==> config.mk <==
export PLATFORM = sky130hd
export DESIGN_NAME = uart_tx_cfg
export DESIGN_NICKNAME = d
export VERILOG_FILES = /design/src/rtl/uart_tx_cfg.sv
export SDC_FILE = /design/constraint.sdc
export NUM_CORES = 1
export LEC_CHECK = 0
export BUFFER_PORTS_ARGS = -buffer_cell sky130_fd_sc_hd__buf_4
export CORE_MARGIN = 2
export CORE_UTILIZATION = 45
export CTS_CLUSTER_DIAMETER = 30
export DETAILED_ROUTE_END_ITERATION = 7
export GPL_ROUTABILITY_DRIVEN = 0
export HOLD_SLACK_MARGIN = 0.1
export PLACE_DENSITY = 0.66
export SLEW_MARGIN = 20
export SYNTH_ARGS = -nofsm -noshare
export SYNTH_HDL_FRONTEND = slang
export SYNTH_SLANG_ARGS = --single-unit
==> constraint.sdc <==
create_clock -name i_clk -period 4.12 [get_ports i_clk]
set_clock_uncertainty 0.1 [all_clocks]
set_input_delay 0.618 -clock i_clk [delete_from_list [all_inputs] [get_ports i_clk]]
set_output_delay 0.618 -clock i_clk [all_outputs]
set_load 0.005 [all_outputs]
==> src/rtl/uart_tx_cfg.sv <==
// UART transmitter with a frame format latched per frame (divisor, 5-9 data bits, parity, 1/2 stop); start bit 1 clk after the handshake.
// o_ready only in IDLE or on the final stop clock so frames run gap-free; UART_TX_CTS_EN additionally gates o_ready with !i_cts_n.
module uart_tx_cfg #(
  parameter int   DIV_W      = 16,
  parameter int   DATA_W     = 9,
  parameter logic IDLE_LEVEL = 1'b1
) (
  input  logic              i_clk,
  input  logic              i_rst,
  input  logic [DIV_W-1:0]  i_cfg_div,
  input  logic [3:0]        i_cfg_nbits,
  input  logic              i_cfg_par_en,
  input  logic              i_cfg_par_odd,
  input  logic              i_cfg_stop2,
  input  logic              i_valid,
  input  logic [DATA_W-1:0] i_data,
  output logic              o_ready,
  input  logic              i_cts_n,
  output logic              o_tx,
  output logic              o_busy,
  output logic              o_done
);

  localparam logic [DIV_W-1:0] DIV_ONE = DIV_W'(1);
  localparam logic [DIV_W-1:0] DIV_TWO = DIV_W'(2);

  typedef enum logic [2:0] {
    S_IDLE   = 3'd0,
    S_START  = 3'd1,
    S_DATA   = 3'd2,
    S_PARITY = 3'd3,
    S_STOP   = 3'd4
  } state_t;

  // Per-frame configuration, already clamped; parity bit is precomputed at the handshake.
  typedef struct packed {
    logic [DIV_W-1:0] div;
    logic [3:0]       nbits;
    logic             par_en;
    logic             stop2;
    logic             par_bit;
  } cfg_t;

  state_t              state_q, state_d;
  cfg_t                cfg_q, cfg_in;
  logic [DATA_W-1:0]   data_q;
  logic [DIV_W-1:0]    baud_cnt;
  logic [3:0]          bit_idx;
  logic                stop_cnt;
  logic                bit_end;
  logic                last_stop;
  logic                cts_ok;
  logic                xfer;

`ifdef UART_TX_CTS_EN
  assign cts_ok = ~i_cts_n;
`else
  logic cts_unused;
  assign cts_unused = i_cts_n;
  assign cts_ok     = 1'b1;
`endif

  assign bit_end   = (baud_cnt == cfg_q.div - DIV_ONE);
  assign last_stop = (state_q == S_STOP) && bit_end && (stop_cnt == cfg_q.stop2);
  assign xfer      = i_valid && o_ready;

  always_comb begin
    cfg_in         = '0;
    cfg_in.div     = (i_cfg_div < DIV_TWO) ? DIV_TWO : i_cfg_div;
    cfg_in.nbits   = (i_cfg_nbits < 4'd5) ? 4'd5 :
                     (i_cfg_nbits > 4'd9) ? 4'd9 : i_cfg_nbits;
    cfg_in.par_en  = i_cfg_par_en;
    cfg_in.stop2   = i_cfg_stop2;
    cfg_in.par_bit = i_cfg_par_odd;
    for (int i = 0; i < DATA_W; i++) begin
      if (4'(i) < cfg_in.nbits) cfg_in.par_bit = cfg_in.par_bit ^ i_data[i];
    end
  end

  always_ff @(posedge i_clk or posedge i_rst) begin
    if (i_rst) state_q <= S_IDLE;
    else       state_q <= state_d;
  end

  always_comb begin
    state_d = state_q;
    case (state_q)
      S_IDLE:   if (xfer) state_d = S_START;
      S_START:  if (bit_end) state_d = S_DATA;
      S_DATA:   if (bit_end && (bit_idx == cfg_q.nbits - 4'd1))
                  state_d = cfg_q.par_en ? S_PARITY : S_STOP;
      S_PARITY: if (bit_end) state_d = S_STOP;
      S_STOP:   if (last_stop) state_d = xfer ? S_START : S_IDLE;
      default:  state_d = xfer ? S_START : S_IDLE;
    endcase
  end

  always_comb begin
    o_tx    = IDLE_LEVEL;
    o_busy  = 1'b1;
    o_ready = 1'b0;
    o_done  = 1'b0;
    case (state_q)
      S_IDLE: begin
        o_busy  = 1'b0;
        o_ready = cts_ok;
      end
      S_START:  o_tx = ~IDLE_LEVEL;
      S_DATA:   o_tx = data_q[bit_idx];
      S_PARITY: o_tx = cfg_q.par_bit;
      S_STOP: begin
        o_ready = last_stop && cts_ok;
        o_done  = last_stop;
      end
      default: begin
        o_busy  = 1'b0;
        o_ready = cts_ok;
      end
    endcase
  end

  always_ff @(posedge i_clk or posedge i_rst) begin
    if (i_rst) begin
      cfg_q    <= '0;
      data_q   <= '0;
      baud_cnt <= '0;
      bit_idx  <= '0;
      stop_cnt <= 1'b0;
    end else if (xfer) begin
      cfg_q    <= cfg_in;
      data_q   <= i_data;
      baud_cnt <= '0;
      bit_idx  <= '0;
      stop_cnt <= 1'b0;
    end else if (o_busy) begin
      baud_cnt <= bit_end ? '0 : baud_cnt + DIV_ONE;
      if (bit_end && (state_q == S_DATA)) bit_idx  <= bit_idx + 4'd1;
      if (bit_end && (state_q == S_STOP)) stop_cnt <= ~stop_cnt;
      if (state_d == S_IDLE) begin
        bit_idx  <= '0;
        stop_cnt <= 1'b0;
      end
    end
  end

endmodule
After elaboration in Yosys (flattened, before gate mapping) --
Index checks and enable logic that the tools add are counted.
Cells by class: magnitude comparators 13, bitwise gates (word level) 10, equality and inequality tests 7, reduce and logical (&&, ||, !) cells 14, $add $sub $neg 4, mux-type cells 37
Operator list (count):
- 16-bit 2-to-1 mux | 4
- 4-bit 2-to-1 mux | 6
- 3-bit 2-to-1 mux | 6
- 1-bit 2-to-1 mux | 17
- 16-bit by 1-bit adder with 16-bit output (second input constant) | 1
- 16-bit equality test | 1
- 16-bit by 2-bit < comparator with 1-bit output (second input constant) | 1
- 3-bit by 4-bit < comparator with 1-bit output (first input constant) | 4
- 16-bit by 1-bit subtractor with 16-bit output (second input constant) | 1
- 3-bit case mux with 5 select lines | 1
- 1-bit XOR | 9
- 1-bit by 4-bit < comparator with 1-bit output (first input constant) | 2
- 2-bit by 4-bit < comparator with 1-bit output (first input constant) | 2
- 3-bit by 2-bit equality test with 1-bit output (second input constant) | 2
- 3-bit zero test | 2
- 3-bit nonzero test | 2
- 1-bit logical AND | 5
- 4-bit by 5-bit < comparator with 1-bit output (second input constant) | 1
- 4-bit by 1-bit adder with 4-bit output (second input constant) | 1
- 1-bit binary-select mux with 4-bit select | 1
- 4-bit equality test | 1
- 4-bit greater-than comparator (second input constant) | 1
- 4-bit by 3-bit < comparator with 1-bit output (second input constant) | 1
- 4-bit < comparator (first input constant) | 1
- other kinds (11) | 12
Storage, ports and cells: word-level logic and storage cells 95, output and inout bits 4, flip-flop bits (word level) 56, bits of input ports 36

Depth between registers and ports, before layout --
depth in word-level cells 21, depth in mapped cells 12, mapped depth without buffers 10

Least setup slack after synthesis --
OpenSTA, ideal clock, no wires.
path type register to register, from register cfg_q[7] (netlist bit), to register cfg_q[0] (netlist bit), data arrival time 3.015 ns, required time 3.895 ns, setup slack 0.880 ns, cell stages (with the launch flop) 12, cells stage by stage dfrtp_1 inv_1 ha_1 nor3b_2 a21oi_1 or4_1 a2111oi_2 o2111ai_2 o21ai_4 nand2_4 buf_6 mux2_4
Between the ends: word-level cells in the longest chain between the ends 6
RTL lines:
- start: declaration | RTL line 45 | cfg_t cfg_q, cfg_in;
- start signal: assignment | RTL line 130 | cfg_q <= cfg_in;
- 16-bit by 1-bit subtractor with 16-bit output | RTL line 63 | assign bit_end = (baud_cnt == cfg_q.div - DIV_ONE);
- 16-bit equality test | RTL line 63
- 1-bit logical AND (2 in a row) | RTL line 64 | assign last_stop = (state_q == S_STOP) && bit_end && (stop_cnt == cfg_q.stop2);
- 1-bit case mux with 2 select lines | RTL line 103 | case (state_q)
- net o_ready | RTL line 17 | output logic o_ready,
- 1-bit logical AND | RTL line 65 | assign xfer = i_valid && o_ready;
The timed path passes the listed nets, and every way through them passes these cells. A chain may end at the register's enable or synchronous reset.

Final worst setup path --
from register cfg_q[7] (netlist bit), to output port o_done
Between the ends: word-level cells in the longest chain between the ends 5
RTL lines:
- 16-bit by 1-bit subtractor with 16-bit output | RTL line 63
- 16-bit equality test | RTL line 63
- 1-bit logical AND (2 in a row) | RTL line 64
- 1-bit 2-to-1 mux | RTL line 103
- end: declaration | RTL line 21 | output logic o_done
No other way between the ends.

==> impl.org <==
** Synth
- In this run, synthesis inferred 0 flip-flops with an integrated enable.
- Synth warn :: 0
- Flop and latch count out of synthesis :: 56
- In the synthesized netlist the async set-or-reset flop fraction comes to 100.0%.
- Mapped Nets :: 399
- Syn_area_per_cell :: 10.12 um^2
- The cell count after synthesis came out at 359.
- Sequential share of the synthesized area :: 38.55%
- Cell area after synthesis :: 3635 um^2
- For this run, the leading register cell type out of synthesis is dfrtp_1.
- Yosys mapped the design onto 59 distinct sky130hd cell types.

** Final layout
- Diodes inserted :: 0
- Net count of the finished layout :: 434
- Area added between synthesis and finish :: 13.67%
- Fraction of layout cells with a size suffix above 1 :: 24.81%
- Final non-filler cell area :: 4131 um^2
- At the end of the flow the core is filled with cells to 53.19%.
- Fill cell count :: 717

** CTS
- CTS H-tree lvls :: 2
- # clock sinks :: 56
- Clock-pin slew was measured on the worst setup and hold paths at 0.11 ns.
- Number of buffers created by CTS :: 5
- Buffer cell driving the clock tree root :: clkbuf_8
- Clk_lat worst skew :: 0.32 ns
- Deepest clock path buffer count :: 2
- TritonCTS built the clock tree.

** Floorplan
- The floorplan has 32 rows.
- The die is 93.88 um tall.
- The floorplan step defined a die boundary enclosing 8813 um^2.
- From left edge to right edge, the die measures 93.88 um.
- The initial utilization of the core area, before any placement, comes to 46.79%.
- Area of the core region :: 7767 um^2
- 40 I/O pins were placed.

** Setup path
- Kind of end point of the critical path :: output port
- Data arrival at the endpoint of the critical path :: 3.20 ns
- Crit path max fanout :: 7
- Classification of the worst setup path :: reg -> out
- Setup crit start kind :: flop
- Required time at the endpoint of the critical path :: 3.40 ns

** Place
- HPWL Detailed :: 6006 um
- The count of buffers added on input and output ports is 38.
- Total cell area at the placement stage :: 3980 um^2

** Route
- Antenna-violating nets left :: 0
- Detailed Routing Iterations Pass 1 :: 4
- Routed via count :: 2726
- Routed WL :: 8287 um
- Average wire length per cell after detail routing :: 16.67 um
- Initial detailed-routing violation count :: 124
- Dividing the detail-routed via count by the number of cells gives 5.485.
- DRC violation count after routing :: 0

** Power and ir drop
- Maximum vdd ir drop :: 141.1 uV
- The analysis attributes to cell leakage a power of 1.872 nW.
- Total chip power :: 1.375 mW
- Dividing total power by cell area gives a power density of 332.9 nW/um^2.

** GRT
- Global-route wire length before repair :: 13900 um
- In the global route stage, overall resource usage came out at 20.08%.
- Vias in the first global route :: 2832
- Initial antenna violation count :: 0
- For this run, global-route usage on met2 was measured as 33.93%.
- Met3 routing resource usage after global routing :: 3.371%
- Met1 Use GR :: 26.13%
- In this run the most used layer during global routing was met2.
- Entering global routing, the biggest net connects 40 pins.
- Total grt overflow :: 0

** Timing
- Highest achievable clock rate :: 255.2 MHz
- After routing, the total negative slack on setup checks comes to 0 ns.
- Count of pins over their slew limit :: 0
- Final hold analysis gives a worst-case slack of 0.3725 ns.
- Setup repair after global routing left no endpoint under its margin.
- Count of endpoints failing setup in the final report :: 0
- Of the available clock period, the critical path in the final layout requires 95.11%.
- Headroom to the max-slew limit :: 42.12%
- After layout, the minimum clock period comes to 3.919 ns.
- Least-Margin Pin Slew :: 0.8670 ns
- The number of hold violations in the final report came to 0.

** Run
- Across the run, the number of max-cap violations was 0.

** Min path
- The tightest min-delay check is of the in -> async type.

** Run status
- Status :: completed
==> cells by family (layout without fill, tap and decap cells) <==
| group | Yosys count | in the layout | synth area share [%] |
|---|---|---|---|
| adders and majority gates | 4 | 4 | 1.377 |
| buffers and inverters | 31 | 67 | 4.234 |
| DFF | 56 | 56 | 38.55 |
| xor gates and xnor gates | 50 | 50 | 12.05 |
| and+or+nand+nor | 130 | 130 | 19.21 |
| muxes | 36 | 36 | 14.29 |
| AOI/OAI and AO/OA | 52 | 52 | 10.29 |
==> per-stage QoR <==
step           instances  setup slack, ns
5_1_grt              497          0.03409
2_1_floorplan        359           0.8802
3_5_place_dp         486           0.2790
4_1_cts              494          0.07545
3_3_place_gp         486           0.3820
6_report             497           0.2014
==> area by class of cell <==
cell class              instances  area, um^2  share of cell area (%)
inverters                      13       48.80                   1.181
flip-flops and latches         56        1401                   33.92
clock buffers                   7       86.33                   2.090
well taps                     102       127.6                   3.089
repair buffers                 46       345.3                   8.359
multi-input cells             272        2115                   51.18
clock inverters                 1       7.507                  0.1817
==> worst max-delay path: stages (launching register included) <==
cell	delay, ns
dfrtp_1	0.49
inv_1	0.12
ha_1	0.28
nor3b_2	0.23
a21oi_1	0.08
or4_1	0.59
a2111oi_4	0.39
o2111ai_4	0.27
nor3_4	0.28
buf_4	0.15
==> power breakdown <==
| group | switching [mW] | total, mW | internal (mW) |
|---|---|---|---|
| logic | 0.166 | 0.335 | 0.169 |
| clock network | 0.194 | 0.332 | 0.137 |
| registers | 0.0991 | 0.709 | 0.610 |
==> registers in the layout, indices dropped and copies added, names as in the netlist <==
| signal | cells |
|---|---|
| bit_idx | 4 |
| stop_cnt | 1 |
| baud_cnt | 16 |
| state_q | 3 |
| data_q | 9 |
| cfg_q | 23 |
==> placed cells by master, fill, tap and decap left out, drive strengths merged, types with 2 or more instances in the layout <==
cell type | netlist | routed
dfrtp | 56 | 56
buf | 11 | 46
nor2 | 41 | 41
xnor2 | 36 | 36
mux2 | 29 | 29
nand2 | 20 | 20
xor2 | 14 | 14
o21ai | 14 | 14
nor3 | 14 | 14
inv | 13 | 13
nand3 | 11 | 11
nor4 | 10 | 10
a21oi | 9 | 9
clkbuf | 7 | 7
nand4 | 6 | 6
nor2b | 5 | 5
mux2i | 5 | 5
a31oi | 4 | 4
o211ai | 4 | 4
and3 | 4 | 4
ha | 4 | 4
or4 | 4 | 4
nand2b | 3 | 3
nor3b | 3 | 3
or3b | 2 | 2
a22o | 2 | 2
nand3b | 2 | 2
nor4b | 2 | 2
a21o | 2 | 2
mux4 | 2 | 2
==> metal layers <==
| metal | routed length (um) | part of all wire [%] |
|---|---|---|
| met1 | 3812 | 46 |
| met2 | 4035 | 49 |
| met3 | 303 | 3.7 |
| met4 | 136 | 1.6 |
| met5 | 0 | 0 |
==> Yosys cell counts, types with 4 or more instances <==
master	n	area, um^2
a21oi_1	9	45.04
a31oi_1	4	25.02
and3_1	4	25.02
buf_2	6	30.03
buf_6	4	45.04
clkbuf_1	7	26.28
dfrtp_1	56	1401
ha_1	4	50.05
inv_1	13	48.80
mux2_4	26	390.4
mux2i_1	5	50.05
nand2_1	19	71.32
nand3_1	11	55.05
nand4_1	6	37.54
nor2_1	41	153.9
nor2b_1	5	31.28
nor3_1	12	60.06
nor4_1	9	56.30
o211ai_1	4	30.03
o21ai_0	13	65.06
xnor2_1	36	315.3
xor2_1	14	122.6
==> repair_timing <==
| item | 4_1_cts | 5_1_grt |
|---|---|---|
| hold endpoints to repair | 0 | 0 |
| pin swaps | 0 | 2 |
| hold buffers | 0 | 0 |
| setup buffers | 0 | 3 |
| gates resized for setup | 1 | 3 |
| endpoints found under the setup margin | 1 | 2 |
==> path summary, 6_finish.rpt <==
check	from	to	slack [ns]	cells past startpoint
worst max-delay path	cfg_q[7]$_DFFE_PP0N_	o_done	0.20	9
worst min-delay path	i_rst	cfg_q[22]$_DFFE_PP0N_	0.37	2
worst max register to register	cfg_q[7]$_DFFE_PP0N_	data_q[6]$_DFFE_PP0N_	0.30	11
worst min register to register	data_q[3]$_DFFE_PP0N_	data_q[3]$_DFFE_PP0N_	0.42	1
max in group asynchronous	i_rst	bit_idx[3]$_DFFE_PP0P_	2.76	3
min in group i_clk	data_q[3]$_DFFE_PP0N_	data_q[3]$_DFFE_PP0N_	0.42	1
No activity file was read; power rests on OpenSTA's default activity.
